--- src/rtl/mycpu_pkg.sv ---
// mycpu_pkg: shared encodings for the mycpu datapath and its fetch/decode/execute control unit.
package mycpu_pkg;

  typedef enum logic [3:0] {
    FMOVA = 4'h0,
    FINC  = 4'h1,
    FDEC  = 4'h2,
    FADD  = 4'h3,
    FSUB  = 4'h4,
    FCLR  = 4'h5,
    FAND  = 4'h6,
    FOR   = 4'h7,
    FXOR  = 4'h8,
    FNOT  = 4'h9,
    FSHR  = 4'hA,
    FSHL  = 4'hB
  } fs_t;

  typedef enum logic [1:0] {
    ST_FETCH,
    ST_DECODE,
    ST_EXECUTE,
    ST_HALT
  } ctrl_state_t;

  typedef enum logic [3:0] {
    OP_MOVA = 4'h0,
    OP_INC  = 4'h1,
    OP_DEC  = 4'h2,
    OP_ADD  = 4'h3,
    OP_SUB  = 4'h4,
    OP_CLR  = 4'h5,
    OP_BRZ  = 4'h8,
    OP_BRN  = 4'h9,
    OP_JMP  = 4'hA,
    OP_HALT = 4'hF
  } opcode_t;

  typedef enum logic [2:0] {
    CLS_ALU,
    CLS_BRZ,
    CLS_BRN,
    CLS_JMP,
    CLS_HALT,
    CLS_NOP
  } cls_t;

  localparam int OP_MSB  = 15;
  localparam int OP_LSB  = 12;
  localparam int D_MSB   = 11;
  localparam int D_LSB   = 9;
  localparam int A_MSB   = 8;
  localparam int A_LSB   = 6;
  localparam int B_MSB   = 5;
  localparam int B_LSB   = 3;
  localparam int OFF_MSB = 11;
  localparam int OFF_W   = 12;

  function automatic fs_t op_to_fs(input opcode_t op);
    case (op)
      OP_INC:  return FINC;
      OP_DEC:  return FDEC;
      OP_ADD:  return FADD;
      OP_SUB:  return FSUB;
      OP_CLR:  return FCLR;
      default: return FMOVA;
    endcase
  endfunction

endpackage

--- src/rtl/mycpu_decode.sv ---
// Combinational instruction decoder: IR in, function select, register selects,
// opcode class, sign-extended branch offset and illegal flag out.
module mycpu_decode
  import mycpu_pkg::*;
(
  input  logic [15:0] i_ir,
  output logic [3:0]  o_fs,
  output logic [2:0]  o_a_sel,
  output logic [2:0]  o_b_sel,
  output logic [2:0]  o_d_sel,
  output logic [2:0]  o_cls,
  output logic [15:0] o_off,
  output logic        o_illegal
);

  opcode_t w_op;

  assign w_op    = opcode_t'(i_ir[OP_MSB:OP_LSB]);
  assign o_fs    = op_to_fs(w_op);
  assign o_d_sel = i_ir[D_MSB:D_LSB];
  assign o_a_sel = i_ir[A_MSB:A_LSB];
  assign o_b_sel = i_ir[B_MSB:B_LSB];
  assign o_off   = {{(16-OFF_W){i_ir[OFF_MSB]}}, i_ir[OFF_MSB:0]};

  always_comb begin
    o_cls     = CLS_NOP;
    o_illegal = 1'b0;
    case (w_op)
      OP_MOVA, OP_INC, OP_DEC,
      OP_ADD, OP_SUB, OP_CLR: o_cls = CLS_ALU;
      OP_BRZ:                 o_cls = CLS_BRZ;
      OP_BRN:                 o_cls = CLS_BRN;
      OP_JMP:                 o_cls = CLS_JMP;
      OP_HALT:                o_cls = CLS_HALT;
      default:                o_illegal = 1'b1;
    endcase
  end

endmodule

--- src/rtl/mycpu_ctrl.sv ---
// mycpu_ctrl: multi-cycle fetch/decode/execute sequencer for the 16-bit mycpu datapath.
// Define CU_ILLEGAL_TRAP_EN to halt on an illegal opcode instead of treating it as a NOP.
module mycpu_ctrl
  import mycpu_pkg::*;
#(
  parameter int          PC_W     = 16,
  parameter logic [15:0] RESET_PC = 16'h0000
) (
  input  logic            clk,
  input  logic            rst,
  output logic            imem_req,
  output logic [PC_W-1:0] imem_addr,
  input  logic            imem_ack,
  input  logic [15:0]     imem_rdata,
  output logic [3:0]      fs_out,
  output logic [2:0]      a_sel,
  output logic [2:0]      b_sel,
  output logic [2:0]      d_sel,
  output logic            reg_we,
  input  logic            z_in,
  input  logic            n_in,
  output logic            z_flag,
  output logic            n_flag,
  output logic            halted,
  output logic            err
);

  ctrl_state_t     r_state;
  logic [PC_W-1:0] r_pc;
  logic [15:0]     r_ir;
  logic            r_req;
  logic            r_we;
  logic            r_z;
  logic            r_n;
  logic            r_halt;
  logic            r_err;

  logic [3:0]      w_fs;
  logic [2:0]      w_cls;
  logic [15:0]     w_off16;
  logic            w_illegal;
  logic [PC_W-1:0] w_off;
  logic [PC_W-1:0] w_pc_inc;
  logic [PC_W-1:0] w_pc_br;

  mycpu_decode u_dec (
    .i_ir      (r_ir),
    .o_fs      (w_fs),
    .o_a_sel   (a_sel),
    .o_b_sel   (b_sel),
    .o_d_sel   (d_sel),
    .o_cls     (w_cls),
    .o_off     (w_off16),
    .o_illegal (w_illegal)
  );

  // Branch targets are relative to the already-incremented PC and wrap at PC_W bits.
  assign w_off    = w_off16[PC_W-1:0];
  assign w_pc_inc = r_pc + {{(PC_W-1){1'b0}}, 1'b1};
  assign w_pc_br  = r_pc + w_off;

  always_ff @(posedge clk) begin
    if (rst) begin
      r_state <= ST_FETCH;
      r_pc    <= RESET_PC[PC_W-1:0];
      r_ir    <= '0;
      r_req   <= 1'b0;
      r_we    <= 1'b0;
      r_z     <= 1'b0;
      r_n     <= 1'b0;
      r_halt  <= 1'b0;
      r_err   <= 1'b0;
    end else begin
      r_we <= 1'b0;
      case (r_state)
        ST_FETCH: begin
          // imem_req rises one cycle after reset; acks seen while it is low are ignored.
          if (!r_req) begin
            r_req <= 1'b1;
          end else if (imem_ack) begin
            r_ir    <= imem_rdata;
            r_pc    <= w_pc_inc;
            r_req   <= 1'b0;
            r_state <= ST_DECODE;
          end
        end
        ST_DECODE: begin
          r_we    <= (cls_t'(w_cls) == CLS_ALU);
          r_state <= ST_EXECUTE;
        end
        ST_EXECUTE: begin
          r_state <= ST_FETCH;
          r_req   <= 1'b1;
          case (cls_t'(w_cls))
            CLS_ALU: begin
              r_z <= z_in;
              r_n <= n_in;
            end
            CLS_BRZ: if (r_z) r_pc <= w_pc_br;
            CLS_BRN: if (r_n) r_pc <= w_pc_br;
            CLS_JMP: r_pc <= w_pc_br;
            CLS_HALT: begin
              r_state <= ST_HALT;
              r_req   <= 1'b0;
              r_halt  <= 1'b1;
            end
            default: ;
          endcase
          if (w_illegal) begin
            r_err <= 1'b1;
`ifdef CU_ILLEGAL_TRAP_EN
            r_state <= ST_HALT;
            r_req   <= 1'b0;
            r_halt  <= 1'b1;
`endif
          end
        end
        ST_HALT: r_req <= 1'b0;
        default: r_state <= ST_FETCH;
      endcase
    end
  end

  assign imem_req  = r_req;
  assign imem_addr = r_pc;
  assign fs_out    = w_fs;
  assign reg_we    = r_we;
  assign z_flag    = r_z;
  assign n_flag    = r_n;
  assign halted    = r_halt;
  assign err       = r_err;

endmodule

--- config.mk ---
export PLATFORM = sky130hd
export DESIGN_NAME = mycpu_ctrl
export DESIGN_NICKNAME = d
export VERILOG_FILES = /design/src/rtl/mycpu_pkg.sv /design/src/rtl/mycpu_decode.sv /design/src/rtl/mycpu_ctrl.sv
export SDC_FILE = /design/constraint.sdc
export NUM_CORES = 1
export LEC_CHECK = 0
export ABC_AREA = 0
export CAP_MARGIN = 30
export CORE_MARGIN = 10
export CORE_UTILIZATION = 50
export CTS_CLUSTER_DIAMETER = 30
export CTS_CLUSTER_SIZE = 10
export DETAILED_ROUTE_END_ITERATION = 7
export PLACE_DENSITY = 0.85
export SLEW_MARGIN = 30
export SYNTH_ARGS = -nofsm -noshare
export SYNTH_HDL_FRONTEND = slang
export SYNTH_SLANG_ARGS = --single-unit
--- constraint.sdc ---
create_clock -name clk -period 4.35 [get_ports clk]
set_clock_uncertainty 0.1 [all_clocks]
set_input_delay 0.435 -clock clk [delete_from_list [all_inputs] [get_ports clk]]
set_output_delay 0.435 -clock clk [all_outputs]
set_load 0.005 [all_outputs]
==> impl_metrics.csv, run 1 <==
group,metric,value,unit
worst_setup_path,crit_path_end,"imem_addr[15]",
synth,yosys.area.top_type,"dfxtp_1",
timing,period_needed,3360,ps
synth,synth_edf_count,0,
min_path,hold_path.startpoint,"r_ir[2]",
finish,layout.cells.non_filler,417,
grt,grt_pass1_wl,10.61,mm
floorplan,fp.dieArea,8135,um^2
pwr,switching_share,34.58,%
pwr,p_leak,1.235,nW
cts,cts_buffer_depth,2,
cts,clockRootBuffer,"clkbuf_8",
synth,synthTopCellsByArea,"dfxtp_1, ha_1, nand2_1, a21oi_1, and2_1",
finish,fillerInstances,414,
timing,rsz0062_at_grt,"false",
pwr,power_switching,391.3,uW
finish,area_delta_synth_final,24.63,%
synth,syn_avg_cell_area,7.922,um^2
place,dp_hpwl,4.621,mm
run,cap_viol_max_count,0,
synth,ys_ff_latch,40,
worst_setup_path,start_kind,"register",
synth,yosysWarnings,0,
place,dpl-instance-area,2959,um^2
synth,synth.distinct_cells,52,
finish,drive_gt1_share,4.571,%
pwr,peakVddDrop,0.2685,mV
status,status,"complete, no violations",
cts,cts.sinks,40,
worst_setup_path,worstPathRequired,4430,ps
cts,clk_pin_slew_worst_paths,80,ps
worst_setup_path,timing.rr.end,"imem_addr[15]",
pwr,seq_power_share,39.8,%
pwr,p_int,740.4,uW
grt,gr-usage-all-layers,15.07,%
timing,relSlewSlack,49.68,%
place,place.gp.congestion,0.8369,
worst_setup_path,r2r_start,"r_state[0]",
cts,clock_latency,290,ps
grt,antenna_found_initial,0,
synth,synthArstFlopShare,0,%
timing,fin_ws,989.6,ps
worst_setup_path,critical_path_class,"register to register",
worst_setup_path,r2r_cells,10,
routing,detail_route.wl_per_cell,14.92,um
synth,synthCells,311,
grt,grt.overflow.total,0,
worst_setup_path,arrival,3440,ps
timing,hold_viol,0,
worst_setup_path,reg2reg_setup_slack,990,ps
timing,final-setup-viol-count,0,
worst_setup_path,crit_path_max_fanout,21,
timing,slew_violations,0,
finish,final_common_cell,"nand2_1",
pwr,clockPowerShare,27.2,%
min_path,hp-class,"register to register",
finish,design_area,3070,um^2
routing,drt_iter0_drc,89,
finish,diodes,0,
synth,synth_area,2464,um^2
cts,h-tree-depth,2,
routing,drc,0,
pwr,pwr-share-comb,33.0,%
cts,cts_resized,0,
finish,final_util,64.58,%
cts,tritoncts,"built",
timing,whs,352.7,ps
timing,tightest_slew,754.8,ps
worst_setup_path,cp-end-kind,"register",
timing,fin_setup_tns,0,ps
routing,route.vias.total,2311,
place,numPortBuffers,54,
grt,grt_max_degree,35,
cts,cts_hold_repair.buffers,0,
cts,cts_made_buffers,5,
floorplan,pin_count,56,
grt,grt_pass1_vias,2389,
pwr,power_density,368.6,nW/um^2
synth,synth-main-ff-cell,"dfxtp_1",
floorplan,core-area,4755,um^2
routing,via_per_inst,5.542,
place,post-place-ws,1019,ps
worst_setup_path,cp-startpoint,"r_state[0]",
finish,final_cell_mix,"nand2_1, clkdlybuf4s50_1, a21oi_1, dfxtp_1, ha_1",
synth,synth_top_area_share,32.50,%
floorplan,die_w,90.20,um
pwr,fin_total_pwr,1.132,mW
routing,totalWireLength,6.222,mm
synth,synth_nets,353,
floorplan,row_count,25,
finish,fin_nets,391,
floorplan,start_util,51.82,%
routing,ant_nets,0,
timing,fmax,297.6,MHz
floorplan,die_height,90.20,um
place,dp.cells,409,
synth,ys_seq_area_share,32.50,%
cts,post_cts.repair.setup_buffers,0,
routing,dr.pass1.iters,4,
timing,fin_crit_sh,77.25,%
[cells by family (layout without fill, tap and decap cells)]
group | Yosys count | in the layout | share of synthesized area, %
adder cells (fa/ha/maj) | 21 | 21 | 10.97
other | 1 | 1 | 0.1522
AND/OR/NAND/NOR | 122 | 122 | 23.21
flip-flops | 40 | 40 | 32.50
XOR/XNOR | 7 | 7 | 2.489
buffers and inverters | 33 | 72 | 7.059
multiplexers | 3 | 3 | 1.270
AO/OA/AOI/OAI | 84 | 84 | 22.35
[synth_stat cells (all sizes together), types with 3 or more instances]
master	instances
buf	16
a21oi	43
inv	8
and2	13
xnor2	3
a21o	4
dfxtp	40
xor2	4
a211oi	4
and3	3
o21ai	9
clkbuf	9
o21a	3
nand2b	3
nor3	6
ha	20
nor2b	3
a211o	3
nor2	13
nand2	62
nand3	9
[metal layers]
layer | up-vias | share of wire (%) | global-route usage, %
li1 | 1150 | - | -
met1 | 1073 | 43 | 16.98
met2 | 75 | 47 | 25.30
met3 | 13 | 7.8 | 5.403
met4 | 0 | 1.8 | 5.968
met5 | - | 0 | 0
[worst min-delay path by stage]
stage / to / cells past startpoint / slack (ps)
2_1_floorplan: r_ir[0] / 2 / 330
3_3_place_gp: halted / 2 / 330
3_5_place_dp: r_ir[2] / 2 / 340
4_1_cts: r_ir[2] / 2 / 360
5_1_grt: r_ir[2] / 2 / 380
6_report: r_ir[2] / 2 / 350
[cell type report]
type,count,area (um^2),share of cell area (%)
tap,67,83.83,2.730
timing repair buffer,56,555.5,18.09
clock buffer,5,68.82,2.241
inverter,8,30.03,0.9780
sequential,40,800.8,26.08
clock inverter,3,42.54,1.385
multi-input combinational,238,1489,48.49
[sequential cells by signal, indices dropped and copies added, names as in the netlist]
name / flops
r_state: 2
imem_addr: 16
z_flag: 1
imem_req: 1
reg_we: 1
r_ir: 16
halted: 1
n_flag: 1
err: 1
[power by group through the flow]
| stage | sequential [mW] | clock [mW] | combinational [mW] |
|---|---|---|---|
| after detailed placement | 0.458 | 0 | 0.373 |
| after floorplan | 0.446 | 0 | 0.254 |
| final | 0.450 | 0.308 | 0.374 |
| after global placement | 0.456 | 0 | 0.358 |
| after CTS | 0.449 | 0.309 | 0.376 |
| after global routing | 0.456 | 0.324 | 0.420 |
[critical path, stage by stage, from the launching register on]
cell      delay [ps]
dfxtp_1          350
inv_1            120
ha_1             580
and2_1           230
ha_1             280
a2111o_1         440
a21oi_2          160
o31ai_2          120
a221oi_2         270
mux2i_1          230
mux2_1           350
Power figures use the tool's default switching activity.
==> run 2, diff against run 1 <==
--- a/config.mk
+++ b/config.mk
@@ -8,11 +8,11 @@
 export ABC_AREA = 0
 export CAP_MARGIN = 30
 export CORE_MARGIN = 10
-export CORE_UTILIZATION = 50
+export CORE_UTILIZATION = 46
 export CTS_CLUSTER_DIAMETER = 30
 export CTS_CLUSTER_SIZE = 10
 export DETAILED_ROUTE_END_ITERATION = 7
-export PLACE_DENSITY = 0.85
+export PLACE_DENSITY = 0.82
 export SLEW_MARGIN = 30
 export SYNTH_ARGS = -nofsm -noshare
 export SYNTH_HDL_FRONTEND = slang
==> constraint.sdc (replaced) <==
create_clock -name clk -period 2.9 [get_ports clk]
set_clock_uncertainty 0.1 [all_clocks]
set_input_delay 0.29 -clock clk [delete_from_list [all_inputs] [get_ports clk]]
set_output_delay 0.29 -clock clk [all_outputs]
set_load 0.005 [all_outputs]
==> run 2 against run 1 <==
The run now ends with negative setup slack left. Combinational power rose by 54%. Cell count is 2.4% higher. Clock power up 76%. Critical path depth increased by 1. First-iteration DRC count rose by 79%. Sequential power grew 53%. Core utilization decreased by 1.4 points. Global-route usage fell by 0.76 points. Hold slack gained 2.0 ps. Final area grew 5.8%. Total power is 60% higher. Critical endpoint unchanged. Largest cell class unchanged. Highest routed layer unchanged.
==> impl_metrics.csv, run 2 (synthesis results as in run 1) <==
group,metric,value,unit
timing,slew_violations,0,
status,violations,"negative setup slack",
worst_setup_path,crit_path_max_fanout,7,
timing,period_needed,2978,ps
routing,drc,0,
worst_setup_path,r2r_start,"r_state[0]",
pwr,pwr-share-comb,31.9,%
worst_setup_path,crit_top_cell,"ha_4",
routing,drt_iter0_drc,159,
routing,route.vias.total,2320,
min_path,hp-class,"register to register",
floorplan,row_count,26,
timing,fmax,335.8,MHz
floorplan,core-area,5140,um^2
grt,grt_max_degree,27,
cts,h-tree-depth,2,
worst_setup_path,crit_buf_inv,2,
worst_setup_path,cp-end-kind,"register",
status,status,"complete, but fails checks",
timing,fin_setup_tns,-78.31,ps
cts,cts_made_buffers,5,
routing,detail_route.wl_per_cell,15.68,um
finish,final_cell_mix,"nand2_1, clkdlybuf4s50_1, a21oi_1, dfxtp_1, ha_1",
worst_setup_path,critical_path_class,"register to register",
routing,totalWireLength,6.695,mm
place,place.gp.congestion,0.8804,
finish,drive_gt1_share,9.804,%
grt,antenna_found_initial,0,
routing,via_per_inst,5.433,
cts,cts_hold_repair.buffers,0,
cts,tritoncts,"built",
floorplan,fp.dieArea,8683,um^2
place,post-place-ws,-2.481,ps
grt,gr-usage-all-layers,14.31,%
grt,grt_pass1_vias,2220,
grt,grt_pass1_wl,10.41,mm
floorplan,die_height,93.18,um
timing,final-setup-viol-count,1,
worst_setup_path,cp-startpoint,"r_state[0]",
worst_setup_path,timing.critical_path.max_delay_family,"compound AO/OA/AOI/OAI gates",
routing,dr.pass1.iters,4,
cts,cts.sinks,40,
pwr,power_switching,603.6,uW
worst_setup_path,arrival,3050,ps
floorplan,die_w,93.18,um
place,dp_hpwl,4.836,mm
timing,hold_viol,0,
routing,ant_nets,0,
timing,fin_ws,-78.31,ps
grt,grt.overflow.total,0,
pwr,switching_share,33.40,%
pwr,peakVddDrop,0.3501,mV
cts,cts_buffer_depth,2,
worst_setup_path,crit_chain,"inv_2 > ha_4 > buf_4 > and2_4 > ha_4 > a2111o_1 > a21oi_4 > o31ai_4 > a221oi_2 > mux2i_1 > mux2_1",
pwr,p_int,1.204,mW
worst_setup_path,worstPathRequired,2980,ps
floorplan,pin_count,56,
run,cap_viol_max_count,0,
cts,clockRootBuffer,"clkbuf_8",
worst_setup_path,slowest_stage,"a2111o_1",
min_path,hold_path.startpoint,"r_ir[2]",
timing,tightest_slew,773.4,ps
floorplan,start_util,47.93,%
worst_setup_path,cp_slowest_stage_delay,410,ps
timing,fin_crit_sh,102.7,%
cts,clock_latency,300,ps
pwr,seq_power_share,38.1,%
finish,area_delta_synth_final,31.84,%
timing,relSlewSlack,48.44,%
cts,clk_pin_slew_worst_paths,80,ps
place,numPortBuffers,54,
finish,fin_nets,399,
pwr,power_density,556.4,nW/um^2
pwr,p_leak,1.283,nW
worst_setup_path,start_kind,"register",
finish,diodes,0,
finish,final_common_cell,"nand2_1",
pwr,clockPowerShare,29.9,%
==> run 2: changes by cell type in the layout (fill, tap and decap cells not counted), moves of 3 or more <==
cell	delta
and2_4	+3
and2_1	-3
ha_4	+5
ha_1	-5
buf_4	+8
==> run 2: area by class of cell <==
type	count	area, um^2
fill	476	1892
multi-input combinational	238	1582
sequential	40	804.5
timing repair buffer	64	615.6
tap	70	87.58
clock buffer	5	68.82
clock inverter	2	60.06
inverter	8	30.03
==> run 2: worst paths after layout <==
path              slack, ps  cells after the start       endpoint
setup / recovery        -80                     11  imem_addr[15]
hold / removal          350                      2        r_ir[2]
setup reg to reg        -80                     11  imem_addr[15]
hold reg to reg         350                      2        r_ir[2]
==> run 2: through the flow <==
step           hold slack, ps  util [%]  total power [mW]  cell area [um^2]  instances
6_report                354.7     63.19             1.807              3248        427
3_3_place_gp            333.4     59.30             1.230              3048        416
4_1_cts                 356.9     62.00             1.801              3187        423
5_1_grt                 370.4     63.19             1.899              3248        427
2_1_floorplan           326.0         -             1.055              2539        311
3_5_place_dp            344.7     59.30             1.259              3048        416
==> run 2: power groups by stage <==
stage	clock network [mW]	registers, mW	logic, mW
after global routing	0.561	0.696	0.642
final	0.541	0.689	0.577
after detailed placement	0	0.695	0.564
after floorplan	0	0.670	0.385
after global placement	0	0.692	0.538
after CTS	0.544	0.683	0.573
==> run 2: repair_timing <==
action,CTS,global route
resized for setup,1,10
pin swaps,0,4
cloned,0,0
setup buffers,0,4
endpoints found under the setup margin,1,3
==> run 2: worst min-delay path, delay by kind of cell, from the launching register on <==
kind             cells  cell delay, ps
flip-flops           1             310
AO/OA/AOI/OAI        1              50
AND/OR/NAND/NOR      1              50
==> run 2: metal layers <==
metal  GRT usage (%)  vias to the layer above  part of all wire [%]
met3           6.155                        6                   9.5
met1           17.03                     1071                    43
met2           23.42                       76                    47
met5               0                        -                     0
li1                -                     1167                     -
met4           2.956                        0                  0.69
==> run 3, diff against run 2 <==
--- a/config.mk
+++ b/config.mk
@@ -6,13 +6,14 @@
 export NUM_CORES = 1
 export LEC_CHECK = 0
 export ABC_AREA = 0
+export ABC_CLOCK_PERIOD_IN_PS = 3600
 export CAP_MARGIN = 30
 export CORE_MARGIN = 10
-export CORE_UTILIZATION = 46
+export CORE_UTILIZATION = 52
 export CTS_CLUSTER_DIAMETER = 30
 export CTS_CLUSTER_SIZE = 10
 export DETAILED_ROUTE_END_ITERATION = 7
-export PLACE_DENSITY = 0.82
+export PLACE_DENSITY = 0.87
 export SLEW_MARGIN = 30
 export SYNTH_ARGS = -nofsm -noshare
 export SYNTH_HDL_FRONTEND = slang
==> constraint.sdc (replaced) <==
create_clock -name clk -period 3.6 [get_ports clk]
set_clock_uncertainty 0.1 [all_clocks]
set_input_delay 0.36 -clock clk [delete_from_list [all_inputs] [get_ports clk]]
set_output_delay 0.36 -clock clk [all_outputs]
set_load 0.005 [all_outputs]
==> run 3 against run 2 <==
The run now ends clean. Combinational power fell by 23%. Die area is 9.1% lower. Wire length fell by 11%. Clock power down 41%. Final area fell by 6.0%. Fmax decreased by 7.3%. Count of clock-buffer cells in the layout rose by 1. Via count fell by 2.5%. Non-clock buffer count decreased by 6. Flip-flop and latch count is the same. Total power fell by 28%. Critical path type unchanged.
==> impl_metrics.csv, run 3 (synthesis results as in run 1) <==
group,metric,value,unit
routing,totalWireLength,5.975,mm
place,dpl-instance-area,2955,um^2
timing,fin_setup_tns,0,ps
cts,clk_pin_slew_worst_paths,80,ps
floorplan,start_util,55.06,%
grt,grt_pass1_wl,10.01,mm
timing,slew_violations,0,
finish,diodes,0,
floorplan,core-area,4474,um^2
place,numPortBuffers,54,
worst_setup_path,critical_path_class,"register to register",
floorplan,die_height,88.83,um
timing,rsz0062_at_grt,"false",
cts,h-tree-depth,2,
place,dp_hpwl,4.509,mm
grt,grt_max_degree,30,
routing,drc,0,
routing,drt_iter0_drc,102,
place,place.gp.congestion,0.8299,
worst_setup_path,crit_path_max_fanout,16,
finish,final_cell_mix,"nand2_1, clkdlybuf4s50_1, a21oi_1, dfxtp_1, ha_1",
finish,final_common_cell,"nand2_1",
timing,period_needed,3214,ps
cts,post_cts.repair.setup_buffers,0,
timing,relSlewSlack,48.84,%
routing,ant_nets,0,
worst_setup_path,start_kind,"register",
routing,dr.pass1.iters,4,
floorplan,row_count,24,
finish,drive_gt1_share,5.114,%
finish,area_delta_synth_final,23.92,%
pwr,peakVddDrop,0.2984,mV
finish,fillerInstances,374,
grt,gr-usage-all-layers,15.58,%
finish,design_area,3053,um^2
pwr,power_density,429.0,nW/um^2
grt,grt_pass1_vias,2124,
pwr,p_leak,1.234,nW
cts,cts_made_buffers,5,
cts,cts_resized,0,
timing,fin_crit_sh,89.28,%
floorplan,pin_count,56,
cts,cts_hold_repair.buffers,0,
floorplan,fp.dieArea,7891,um^2
timing,hold_viol,0,
timing,tightest_slew,767.3,ps
run,cap_viol_max_count,0,
routing,detail_route.wl_per_cell,14.79,um
worst_setup_path,worstPathRequired,3680,ps
routing,route.vias.total,2263,
worst_setup_path,arrival,3290,ps
cts,clock_latency,290,ps
status,status,"complete, no violations",
cts,clockRootBuffer,"clkbuf_8",
cts,tritoncts,"built",
routing,via_per_inst,5.601,
grt,antenna_found_initial,0,
finish,fin_nets,393,
min_path,hp-class,"register to register",
floorplan,die_w,88.83,um
pwr,fin_total_pwr,1.310,mW
cts,cts.sinks,40,
timing,fmax,311.1,MHz
cts,cts_buffer_depth,2,
worst_setup_path,cp-end-kind,"register",
grt,grt.overflow.total,0,
timing,final-setup-viol-count,0,
-- run 3: cell count changes in the layout (fill, tap and decap cells not counted), moves of 3 or more --
cell,before,now
buf_4,10,4
ha_1,15,20
ha_4,5,0
and2_1,10,13
and2_4,3,0
-- run 3: cell type report --
type | count | area [um^2] | share of cell area [%]
Tap cell | 52 | 65.06 | 2.131
Sequential cell | 40 | 800.8 | 26.23
Multi-Input combinational cell | 238 | 1489 | 48.77
Clock inverter | 2 | 15.01 | 0.4918
Clock buffer | 6 | 82.58 | 2.705
Timing Repair Buffer | 58 | 570.5 | 18.69
Inverter | 8 | 30.03 | 0.9836
-- run 3: routing by layer --
layer  up-vias  wire length [um]  global-route usage, %
li1       1152                 -                      -
met4         0                44                  2.937
met1      1043              2637                  18.62
met3         6               503                  5.607
met5         -                 0                      0
met2        62              2789                  26.33
-- run 3: final timing paths --
kind / from / end / slack, ps / cells past startpoint
max: r_state[0] / imem_addr[15] / 390 / 10
min: halted / halted / 350 / 2
max reg2reg: r_state[0] / imem_addr[15] / 390 / 10
min reg2reg: halted / halted / 350 / 2
-- run 3: worst max-delay path: stages (launching register included) --
cell and delay (ps):
dfxtp_1 400, inv_1 100, ha_1 390, and2_1 240, ha_1 330, a2111o_1 440, a21oi_2 150, o31ai_2 110
a221oi_2 260, mux2i_1 240, mux2_1 340
-- run 3: report_power, final --
part	internal, mW	switching, mW	total (mW)
Clock	0.155	0.163	0.318
Sequential	0.493	0.0544	0.548
Combinational	0.196	0.248	0.443
-- run 3: metrics by stage --
step                worst slack, ps  utilization, %  hold WS, ps  instances
finish                        386.0           68.23        350.2        404
CTS                           387.7           68.23        353.5        404
detailed placement            442.0           66.05        340.9        396
floorplan                     448.0               -        331.2        311
global route                  189.3           68.23        365.3        404
global placement              517.5           66.05        335.8        396
